### config.mk
export PLATFORM = sky130hd
export DESIGN_NAME = switch_irq_ctrl
export DESIGN_NICKNAME = d
export VERILOG_FILES = /design/src/rtl/switch_irq_ctrl.sv
export SDC_FILE = /design/constraint.sdc
export NUM_CORES = 1
export LEC_CHECK = 0
export ABC_CLOCK_PERIOD_IN_PS = 2150
export BUFFER_PORTS_ARGS = -buffer_cell sky130_fd_sc_hd__buf_4
export CORE_UTILIZATION = 30
export CTS_CLUSTER_SIZE = 25
export DETAILED_ROUTE_END_ITERATION = 10
export SLEW_MARGIN = 15
export SYNTH_ARGS = -nofsm -noshare
export SYNTH_HDL_FRONTEND = slang
export SYNTH_SLANG_ARGS = --single-unit
export TNS_END_PERCENT = 5
### constraint.sdc
create_clock -name clk -period 2.15 [get_ports clk]
set_input_delay 0.215 -clock clk [delete_from_list [all_inputs] [get_ports clk]]
set_output_delay 0.215 -clock clk [all_outputs]
set_load 0.01 [all_outputs]
### src/rtl/switch_irq_ctrl.sv
// Switch front end for the BitEpicness core: synchronise, debounce, latch, and raise a level IRQ on change.
// Optional `SWITCH_IRQ_MASK_EN adds an IrqMask input that keeps masked bit changes from raising requests.
module switch_irq_ctrl #(
    parameter int unsigned WIDTH           = 8,
    parameter int unsigned DEBOUNCE_CYCLES = 16,
    parameter logic [8:0]  IRQ_VECTOR      = 9'h1F0
) (
    input  logic             clk,
    input  logic             Reset,
    input  logic [WIDTH-1:0] SwitchRaw,
    input  logic             irq_enable,
    input  logic             irq_ack,
`ifdef SWITCH_IRQ_MASK_EN
    input  logic [WIDTH-1:0] IrqMask,
`endif
    output logic [WIDTH-1:0] SwitchValue,
    output logic             interuptOccurs,
    output logic [8:0]       IrqVector,
    output logic             Overrun
);

    localparam int unsigned     CNT_W   = $clog2(DEBOUNCE_CYCLES);
    localparam logic [CNT_W-1:0] CNT_MAX = CNT_W'(DEBOUNCE_CYCLES - 1);
    localparam logic [CNT_W-1:0] CNT_PRE = CNT_W'(DEBOUNCE_CYCLES - 2);

    typedef enum logic [1:0] {
        IDLE = 2'd0,
        REQ  = 2'd1,
        GAP  = 2'd2
    } state_t;

    logic [WIDTH-1:0] sync_meta;
    logic [WIDTH-1:0] sync;
    logic [WIDTH-1:0] candidate;
    logic [CNT_W-1:0] count;
    logic             primed;
    logic             pending;
    logic             pending_next;
    logic             overrun_next;
    logic             settle;
    logic             accept;
    logic             irq_change;
    state_t           state;
    state_t           state_next;

    // NOTE: sequential state uses non-blocking assignments so every flop samples pre-edge values.
    always_ff @(posedge clk or posedge Reset) begin
        if (Reset) begin
            sync_meta <= '0;
            sync      <= '0;
        end else begin
            sync_meta <= SwitchRaw;
            sync      <= sync_meta;
        end
    end

    // Counter saturates at CNT_MAX; a new sample restarts the stability window.
    always_ff @(posedge clk or posedge Reset) begin
        if (Reset) begin
            candidate <= '0;
            count     <= '0;
        end else if (sync != candidate) begin
            candidate <= sync;
            count     <= '0;
        end else if (count < CNT_MAX) begin
            count <= count + CNT_W'(1);
        end
    end

    // Settle fires on the same edge the counter steps into its saturated value.
    assign settle = (sync == candidate) && (count == CNT_PRE);
    assign accept = settle && primed && (candidate != SwitchValue);

`ifdef SWITCH_IRQ_MASK_EN
    assign irq_change = accept && (((candidate ^ SwitchValue) & ~IrqMask) != '0);
`else
    assign irq_change = accept;
`endif

    // The first settle after reset is a silent priming load, even when the value is zero.
    always_ff @(posedge clk or posedge Reset) begin
        if (Reset) begin
            SwitchValue <= '0;
            primed      <= 1'b0;
        end else if (settle) begin
            primed <= 1'b1;
            if (!primed || (candidate != SwitchValue)) begin
                SwitchValue <= candidate;
            end
        end
    end

    always_ff @(posedge clk or posedge Reset) begin
        if (Reset) begin
            state   <= IDLE;
            pending <= 1'b0;
            Overrun <= 1'b0;
        end else begin
            state   <= state_next;
            pending <= pending_next;
            Overrun <= overrun_next;
        end
    end

    // NOTE: every signal driven here gets a default first, so no path can infer a latch.
    always_comb begin
        state_next   = state;
        pending_next = pending | irq_change;
        overrun_next = Overrun;
        unique case (state)
            IDLE: begin
                if (pending && irq_enable) begin
                    state_next = REQ;
                end
            end
            REQ: begin
                if (irq_ack) begin
                    state_next   = GAP;
                    pending_next = irq_change;
                    if (!accept) begin
                        overrun_next = 1'b0;
                    end
                end else if (irq_change) begin
                    overrun_next = 1'b1;
                end
            end
            GAP: begin
                state_next = IDLE;
            end
            default: begin
                state_next = IDLE;
            end
        endcase
    end

    // Request level is not gated by irq_enable once raised; GAP forces one low cycle between requests.
    assign interuptOccurs = (state == REQ);
    assign IrqVector      = (state == REQ) ? IRQ_VECTOR : 9'h000;

endmodule

# [Yosys cells after proc, flatten, opt, wreduce, memory -nomap -nowiden]
# Index checks and enable logic that the tools add are counted.
[word_totals] reg_bits=41 input_bits=12
[op_classes] add_sub_neg=1 magnitude_cmp=1 eq_ne=8 muxes=11 n_bitwise=1 reduce_logical=12
[op_table] op="8-bit inequality test" n=2
[op_table] op="9-bit two-way mux" n=1
[op_table] op="8-bit == test" n=1
[op_table] op="4-bit two-way mux" n=2
[op_table] op="2-bit inequality test (second input constant)" n=3
[op_table] op="1-bit two-way mux" n=5
[op_table] op="4-bit by 1-bit adder with 4-bit output (second input constant)" n=1
[op_table] op="4-bit == test (second input constant)" n=1
[op_table] op="1-bit logical AND" n=4
[op_table] op="4-bit less-than comparator (second input constant)" n=1
[op_table] op="2-bit two-way mux" n=2
[op_table] op="2-bit case mux with 2 select lines" n=1
[op_table] op="2-bit AND reduction" n=2
[op_table] op="2-bit nonzero test" n=2
[op_table] op="3-bit AND reduction" n=1
[op_table] op="2-bit by 1-bit == test with 1-bit output (second input constant)" n=1
[op_table] op="2-bit zero test" n=1
[op_table] op="1-bit zero test" n=1
[op_table] op="1-bit logical OR" n=1
[op_table] op="1-bit OR" n=1

# [Logic depth before layout (Yosys ltp)]
[logic_depth] word_depth=7 mapped_depth=6

# [Worst setup path after synthesis]
# No wires, ideal clock.
[synth_path] path_type="flip-flop to flip-flop" startpoint="register SwitchValue[4]" endpoint="register SwitchValue[0]" t_arrival_ns=1.552 slack_ns=0.473 path_stages_with_launch=6 path_buffers=0 period_less_slack_ns=1.677 cell_sequence="dfrtp_1 -> xor2_1 -> nor4_1 -> nand2_1 -> o21ai_4 -> mux2_2"
[synth_via] elab_chain_len=3
[synth_rtl] element="start, declared" line_no="16" rtl="output logic [WIDTH-1:0] SwitchValue,"
[synth_rtl] element="start signal, assigned" line_no="88" rtl="SwitchValue <= candidate;"
[synth_rtl] element="8-bit inequality test" line_no="87" rtl="if (!primed || (candidate != SwitchValue)) begin"
[synth_rtl] element="1-bit logical OR" line_no="87"
[synth_rtl] element="2-bit AND reduction (no line)"
# Every way passes these cells.
# A chain may end at the register's enable or synchronous reset.

# [Worst setup path after layout]
[layout_path] startpoint="register candidate[2]" endpoint="register SwitchValue[5]"
[layout_via] elab_chain_len=3
[layout_rtl] element="start, declared" line_no="34" rtl="logic [WIDTH-1:0] candidate;"
[layout_rtl] element="start signal, assigned" line_no="63" rtl="candidate <= sync;"
[layout_rtl] element="8-bit == test / 8-bit inequality test (equally long branches)" line_no="71, 87"
[layout_rtl] element="1-bit logical AND / 1-bit logical OR (equally long branches)" line_no="71, 87"
[layout_rtl] element="2-bit AND reduction (no line) *"
# Mark *: on every way between the ends. The rest lies on a longest branch, timed or not.

==> flow_summary.json <==
{
  "hold_viol": 0,
  "cts.clk_slew.worst_paths_ns": 0.08,
  "instances_no_fill": 214,
  "synthCells": 123,
  "seq_area_frac_synth_pct": 63.8,
  "r2r_start": "candidate[2]",
  "setup_viol_count_final": 0,
  "ir_worst_vdd_uv": 447,
  "final_layout_size_suffix_gt1_share_pct": 33.3,
  "numCtsBuffers": 5,
  "h-tree-depth": 2,
  "synth_common_cells": "41 x dfrtp_1, 9 x buf_4, 9 x mux2_2, 9 x xnor2_1",
  "ios": 31,
  "antenna_found_initial": 0,
  "slew_violations": 0,
  "synth-main-ff-cell": "dfrtp_1",
  "grt_pass1_vias": 989,
  "hold_class": "input port to register",
  "dr.pass1.iters": 4,
  "clock-root-buffer": "clkbuf_8",
  "cap_violations": 0,
  "n_antenna_cell": 0,
  "power.total_mw": 1.58,
  "postCtsSetupBuffers": 0,
  "design.die.area_sq_um": 5660,
  "grt_max_degree": 42,
  "clk_latency_ns": 0.29,
  "synth_cell_types": 26,
  "cp_max_fo": 8,
  "cts_sinks": 41,
  "holdPathEnd": "sync_meta[1]",
  "place_ws_ns": 0.227,
  "reg2reg_to": "SwitchValue[5]",
  "fin_nets": 157,
  "hold-path-cell-count": 1,
  "tns_ns": 0,
  "leakagePower_nw": 0.913,
  "yosysMostFrequentCell": "dfrtp_1",
  "rsz0062_at_grt": "false",
  "synth_async_sr_flop_share_pct": 100,
  "drtIter0Drc": 10,
  "die_w_um": 75.2,
  "ctsHoldBuffers": 0,
  "yosysTopAreaCell": "dfrtp_1",
  "yosysWarnings": 0,
  "core_sq_um": 5140,
  "dpl.cell_count": 206,
  "worstMarginPinSlew_ns": 0.526,
  "numPortBuffers": 26,
  "min_period_over_period_pct": 89.3,
  "gp_congestion": 0.761,
  "arrival_ns": 2.10,
  "ctsResizeCount": 0,
  "p_per_area_nw_per_um2": 822,
  "finClkSkew_ns": 0.00540,
  "cts_tree": "done",
  "drc": 0,
  "reg2reg_slack_ns": 0.23,
  "setup_slack_ns": 0.230,
  "outcome": "completed",
  "hp-start": "SwitchRaw[1]",
  "grt_pass1_wl_mm": 4.16,
  "synth.area.top_cells": "dfrtp_1 64%, mux2_2 6.3%, xnor2_1 4.9%",
  "std_cell_rows": 26,
  "synth-edff-count": 0,
  "r2r_cells": 5,
  "initial_core_util_pct": 31.3,
  "areaGrowthSynthToFinish_pct": 19.8,
  "dp_hpwl_mm": 1.81,
  "syn-cell-area_sq_um": 1610,
  "final_util_pct": 37.5,
  "via_per_inst": 4.25,
  "fmax_mhz": 521,
  "vias": 910,
  "slew_headroom_pct": 64.9,
  "synth_top_area_share_pct": 63.8,
  "yosys_register_bits": 41,
  "die_h_um": 75.2,
  "postRouteAntennaNets": 0,
  "end_kind": "register",
  "startpoint_type": "register",
  "globalRouteOverflowTotal": 0,
  "n_fill_cell": 513,
  "synth_area_per_cell_sq_um": 13.1,
  "worstSetupPathType": "register to register",
  "wl_per_cell_um": 11.6,
  "required_ns": 2.33,
  "layout_min_cycle_time_ns": 1.92,
  "cts_buffer_depth": 2,
  "totalWireLength_mm": 2.49,
  "grtUsageTotal_pct": 10.2
}
-- layout by cell type, fill, tap and decap left out, types with 2 or more instances in the layout --
| master | synthesis | final |
|---|---|---|
| o21ai_0 | 2 | 2 |
| nor2_1 | 5 | 5 |
| nor4_1 | 2 | 2 |
| xor2_1 | 8 | 8 |
| buf_4 | 9 | 27 |
| nand3_1 | 4 | 4 |
| conb_1 | 1 | 4 |
| ha_1 | 2 | 2 |
| inv_1 | 4 | 4 |
| xnor2_1 | 9 | 9 |
| mux2_2 | 9 | 9 |
| dfrtp_1 | 41 | 41 |
| nor3_1 | 2 | 2 |
| nand2_1 | 4 | 4 |
| nand4_1 | 2 | 2 |
| nor2b_1 | 2 | 2 |
| clkbuf_8 | 0 | 5 |
-- how the worst max path moves through the flow --
stage	from	endpoint	slack (ns)	cells past startpoint
detailed placement	candidate[2]	SwitchValue[5]	0.23	5
global placement	candidate[2]	SwitchValue[1]	0.26	5
CTS	candidate[2]	SwitchValue[5]	0.21	5
floorplan	SwitchValue[4]	SwitchValue[0]	0.47	5
finish	candidate[2]	SwitchValue[5]	0.23	5
global route	candidate[2]	SwitchValue[4]	0.13	5
-- cells by family after synthesis --
kind of cell	count (synthesis)	synth area share, %
DFF	41	63.8
AOI/OAI and AO/OA	7	3.66
xor gates and xnor gates	17	9.26
muxes	9	6.30
adders and majority gates	2	1.56
and+or+nand+nor	25	8.17
other	1	0.233
buffers and inverters	21	7.00
-- sequential cells by signal, indices dropped and copies added, names as in the netlist --
| register | count |
|---|---|
| count | 4 |
| primed | 1 |
| pending | 1 |
| candidate | 8 |
| sync | 8 |
| state | 2 |
| sync_meta | 8 |
| Overrun | 1 |
| SwitchValue | 8 |
-- layout make-up --
cell class,instances,area [sq um],share of cell area [%]
Multi-Input combinational cell,64,480,24.9
Tap cell,70,87.6,4.55
Clock inverter,3,46.3,2.40
Clock buffer,5,68.8,3.57
Timing Repair Buffer,27,203,10.5
Sequential cell,41,1030,53.2
Inverter,4,15.0,0.779
-- through the flow --
stage          cell area (sq um)  hold slack, ns
2_1_floorplan               1620           0.246
3_3_place_gp                1810           0.326
3_5_place_dp                1810           0.326
4_1_cts                     1930         0.00668
5_1_grt                     1930         0.00895
6_report                    1930          0.0233
-- metal layers --
layer	track usage [%]	part of all wire (%)
met4	4.94	2.2
met3	3.75	5.5
met2	17.7	52
met5	0	0
met1	11.1	41
-- report_power, final --
part | switching [mW] | total, mW | internal, mW
logic | 0.0704 | 0.145 | 0.0745
registers | 0.0212 | 0.827 | 0.806
clock network | 0.264 | 0.611 | 0.347
-- worst max-delay path: stages, from the launching register on --
cell and delay (ns):
dfrtp_1 0.42, xor2_1 0.17, nor4_1 0.34, nand2_1 0.18, o21ai_4 0.31, mux2_2 0.38
(Power assumes the default switching activity.)
